$ cat config.mk
export PLATFORM = sky130hd
export DESIGN_NAME = encoder_arbiter_16
export DESIGN_NICKNAME = d
export VERILOG_FILES = /design/src/rtl/encoder_arbiter_16.sv
export SDC_FILE = /design/constraint.sdc
export NUM_CORES = 1
export LEC_CHECK = 0
export ABC_CLOCK_PERIOD_IN_PS = 6900
export CAP_MARGIN = 30
export CORE_MARGIN = 2
export CORE_UTILIZATION = 60
export DETAILED_ROUTE_END_ITERATION = 7
export PLACE_DENSITY_LB_ADDON = 0.25
export SETUP_SLACK_MARGIN = 0.2
export SLEW_MARGIN = 20
export SYNTH_ARGS = -nofsm -noshare
export SYNTH_HDL_FRONTEND = slang
export SYNTH_SLANG_ARGS = --single-unit
$ cat constraint.sdc
create_clock -name clk -period 6.9 [get_ports clk]
set_input_delay 1.38 -clock clk [delete_from_list [all_inputs] [get_ports clk]]
set_output_delay 1.38 -clock clk [all_outputs]
set_load 0.005 [all_outputs]
$ cat src/rtl/encoder_arbiter_16.sv
// encoder_arbiter_16: round-robin arbiter for 16 requesters.
// It issues a registered grant, shown both one-hot and as a 4-bit index.
// The grant is held until the owner drops its request.
// Optional watchdog: define ENCODER_ARB_TIMEOUT_EN to force-release a grant
// that has been held for MAX_HOLD cycles.
module encoder_arbiter_16 #(
    parameter int unsigned MAX_HOLD = 64
) (
    input  logic        clk,
    input  logic        rst_n,
    input  logic        en,
    input  logic [15:0] req,
    output logic        gnt_vld,
    output logic [3:0]  gnt_idx,
    output logic [15:0] gnt_onehot,
    output logic        timeout
);

    if (MAX_HOLD < 2 || MAX_HOLD > 1023) begin : g_bad_max_hold
        $error("encoder_arbiter_16: MAX_HOLD must be in 2..1023");
    end

    typedef enum logic {
        IDLE  = 1'b0,
        GRANT = 1'b1
    } state_e;

    state_e      state_q, state_d;
    logic [3:0]  ptr_q, ptr_d;
    logic [3:0]  idx_q, idx_d;
    logic [15:0] oh_q, oh_d;
    logic        to_q, to_d;
    logic        new_grant;
    logic        force_rel;
    logic [15:0] masked;
    logic [3:0]  pick;

    // First set bit of v, searching p, p+1, ... modulo 16.
    function automatic logic [3:0] rr_pick(input logic [15:0] v, input logic [3:0] p);
        logic [3:0] k;
        logic       found;
        rr_pick = '0;
        found   = 1'b0;
        for (int unsigned i = 0; i < 16; i++) begin
            k = p + 4'(i);
            if (!found && v[k]) begin
                found   = 1'b1;
                rr_pick = k;
            end
        end
    endfunction

    // Next-state: issue, hold, or release (with same-cycle re-arbitration).
    always_comb begin
        state_d   = state_q;
        ptr_d     = ptr_q;
        idx_d     = idx_q;
        oh_d      = oh_q;
        to_d      = 1'b0;
        new_grant = 1'b0;
        masked    = '0;
        pick      = '0;
        case (state_q)
            IDLE: begin
                if (en && (req != '0)) begin
                    pick      = rr_pick(req, ptr_q);
                    new_grant = 1'b1;
                end
            end
            GRANT: begin
                // force_rel only fires while the owner still requests, so a
                // normal release at the same edge never raises timeout.
                if (!req[idx_q] || force_rel) begin
                    ptr_d  = idx_q + 4'd1;
                    to_d   = force_rel;
                    masked = req & ~(16'b1 << idx_q);
                    pick   = rr_pick(masked, ptr_d);
                    if (en && (masked != '0)) begin
                        new_grant = 1'b1;
                    end else begin
                        state_d = IDLE;
                        idx_d   = '0;
                        oh_d    = '0;
                    end
                end
            end
            default: state_d = IDLE;
        endcase
        if (new_grant) begin
            state_d = GRANT;
            idx_d   = pick;
            oh_d    = 16'b1 << pick;
        end
    end

`ifdef ENCODER_ARB_TIMEOUT_EN
    localparam int unsigned CNT_W = $clog2(MAX_HOLD + 1);

    logic [CNT_W-1:0] cnt_q, cnt_d;

    // Watchdog trips once the current owner has been visible MAX_HOLD cycles.
    always_comb begin
        force_rel = (state_q == GRANT) && (cnt_q == CNT_W'(MAX_HOLD)) && req[idx_q];
    end

    // Hold counter: 1 on a fresh grant, counts while held, 0 when idle.
    always_comb begin
        cnt_d = '0;
        if (new_grant) begin
            cnt_d = CNT_W'(1);
        end else if (state_q == GRANT && state_d == GRANT) begin
            cnt_d = cnt_q + CNT_W'(1);
        end
    end

    // Hold counter register.
    always_ff @(posedge clk or negedge rst_n) begin
        if (!rst_n) begin
            cnt_q <= '0;
        end else begin
            cnt_q <= cnt_d;
        end
    end
`else
    assign force_rel = 1'b0;
`endif

    // State, pointer and registered outputs.
    always_ff @(posedge clk or negedge rst_n) begin
        if (!rst_n) begin
            state_q <= IDLE;
            ptr_q   <= '0;
            idx_q   <= '0;
            oh_q    <= '0;
            to_q    <= 1'b0;
        end else begin
            state_q <= state_d;
            ptr_q   <= ptr_d;
            idx_q   <= idx_d;
            oh_q    <= oh_d;
            to_q    <= to_d;
        end
    end

    assign gnt_vld    = (state_q == GRANT);
    assign gnt_idx    = idx_q;
    assign gnt_onehot = oh_q;
    assign timeout    = to_q;

endmodule

==> reports/results.txt <==
Root Buffer Master: clkbuf_8
Die Area: 0.0121 mm^2
met2 GRT Util: 0.637
wire per inst: 25.2 um
Clock Tree Buf Depth: 2
TritonCTS buffer count: 3
Post-Synth Simple-Gate Area: 0.222
setup TNS: 0 ns
commonest non-fill, non-tap cells in the layout: 79 x nand2_1, 55 x mux4_2, 54 x o21ai_0, 51 x a21oi_1
layout cells sized above 1: 0.136
hpwl dp: 17,700 um
hold crit path type: flip-flop to flip-flop
Clock Sinks: 25
Synth area leaders: mux4_2 18%, dfrtp_1 9.3%, mux2i_1 5.7%
vias post-DR: 7,562
Synth Register Bits: 25
Final Hold Viols: 0
Yosys warning count: 0
Setup Buffers After CTS: 0
Die Y: 110 um
Reg clk slew, reported paths: 0.07 ns
initial DRC count: 1,163
Nets: 854
Leakage: 2.62 nW
final worst slack: 0.863 ns
f_max: 0.166 GHz
DIE WIDTH: 110 um
Synth Net Count: 861
multiplexer share of the synthesized area: 0.261
Post-Place Worst Slack: 0.845 ns
Ports: 41
layer carrying the most global-route usage: met2
met1 usage: 0.532
WS Path Type: flip-flop to flip-flop
CTS-repair resized insts: 0
first-pass GRT wire length: 37,200 um
RSZ-0062 raised after global routing: false
data arrival time of the worst path: 6.17 ns
Post-synth ARST share: 1.00
number of synthesized flops with an enable pin: 0
largest family of logic cells by synthesized area: compound AO/OA/AOI/OAI gates
largest net degree at the start of global routing: 55
area leader, netlist: mux4_2
maxcap violations: 0
Yosys top cell area share: 0.184
core area: 0.0109 mm^2
synth unique cells: 90
First-pass DRT Iterations: 5
Syn-to-layout area delta: 6.40%
slew margin rel.: 0.367
CP Launch Type: flip-flop
Worst-Skew Late Latency: 0.26 ns
ANT cells: 0
Max Slew Vio Count: 0
met3 GRT Util: 0.0694
sequential fraction of the synthesis area: 0.0930
pwr dens: 587 mW/mm^2
gr usage total: 0.397
vias per inst: 7.93
Cells after Synth: 822
data required time of the worst path: 7.03 ns
remaining antenna violation count: 0
Min Clock Period, post-route: 6.04 ns
CP max FO: 24
PortBufs: 39
grt total ovfl: 0
GPL Wtd Cong: 1.06
# hold bufs at CTS: 0
H-tree levels: 1
Synth Area in Compound Gates: 0.298
placement row count: 38
clock skew: 0.00487 ns
Syn Area/Cell: 8.18 um^2
Post-Route WL: 24,000 um
Post-Syn Area: 0.00673 mm^2
Final Cycle Share: 0.875
# setup viols final: 0
Initial Util: 0.618
outcome: finished, final reports clean
antenna violations before repair: 0
CTS tree: done
vias in the first global route: 6,849
most common cell after layout, fill and taps aside: nand2_1
final routed DRC violation total: 0
Worst Setup End Kind: flip-flop
Synth Area in XOR/XNOR: 0.0299
Max VDD drop: 0.299 mV
Adder-Cell Fraction of Synth Area: 0.0372
Top FF cell, synth: dfrtp_1
worst-margin pin slew: 0.947 ns
layer usage:
metal / wire length, um / part of all wire
met1: 9040 / 0.38
met2: 10700 / 0.45
met3: 3050 / 0.13
met4: 1180 / 0.049
met5: 72 / 0.0030
path summary, 6_finish.rpt:
check                              start       endpoint  slack (ns)  cells past startpoint
max                           gnt_idx[0]  gnt_onehot[2]        0.86                     16
min                        gnt_onehot[0]  gnt_onehot[0]        0.48                      2
max reg2reg                   gnt_idx[0]  gnt_onehot[2]        0.86                     16
min reg2reg                gnt_onehot[0]  gnt_onehot[0]        0.48                      2
max in group asynchronous          rst_n     gnt_idx[0]        4.88                      2
min in group asynchronous          rst_n       ptr_q[1]        1.50                      1
Yosys cell counts, types with 11 or more instances:
cell,count
inv_1,16
o31ai_1,11
nor4_1,13
a211oi_1,16
clkbuf_1,38
mux2i_1,38
o21ai_0,54
nand3_1,28
dfrtp_1,25
nand2b_1,15
nor3_1,15
mux2_2,11
mux4_2,55
buf_2,19
nor2b_1,15
nand2_1,79
nor2_1,39
a21oi_1,51
a32o_1,13
and2_1,15
ha_1,20
a21o_1,11
area by class of cell:
| class | count | area [um^2] |
|---|---|---|
| well taps | 140 | 175 |
| clock buffers | 4 | 45.0 |
| fillers | 929 | 3730 |
| flip-flops and latches | 25 | 627 |
| inverters | 21 | 78.8 |
| multi-input cells | 708 | 5710 |
| repair buffers | 56 | 526 |
stage by stage:
stage | power (mW) | instance area, um^2 | cells | hold slack [ns] | utilization
after floorplan | 3.07 | 6730 | 822 | 0.467 | -
after CTS | 4.05 | 7160 | 954 | 0.486 | 0.657
after detailed placement | 3.95 | 7110 | 950 | 0.468 | 0.653
after global routing | 4.47 | 7160 | 954 | 0.515 | 0.657
after global placement | 3.89 | 7100 | 949 | 0.464 | 0.652
final | 4.20 | 7160 | 954 | 0.484 | 0.657
kinds of logic after synthesis:
logic type,Yosys count
and+or+nand+nor,282
AOI/OAI and AO/OA,281
muxes,105
buffers and inverters,89
DFF,25
adders and majority gates,20
xor gates and xnor gates,19
other,1
flip-flops by register name, indices dropped and copies added, names as in the netlist:
register	count
gnt_idx	4
gnt_onehot	16
gnt_vld	1
ptr_q	4
report_power, final:
part           switching, mW  internal (mW)
clock                 0.0410         0.0412
sequential            0.0578          0.185
combinational           2.38           1.50
total                   2.48           1.72
critical path, cell delays in order (launching register included):
cell,delay [ns]
dfrtp_2,0.45
inv_1,0.05
buf_4,0.21
ha_1,0.87
inv_2,0.46
ha_1,0.33
or2_2,0.29
a21oi_1,0.26
o21ai_0,0.20
a211oi_1,0.43
o21ba_1,0.33
and4b_1,0.43
nand3_1,0.20
or4_1,0.54
nand3_1,0.13
a32oi_1,0.22
o41ai_1,0.49
No activity file was read; power rests on OpenSTA's default activity.
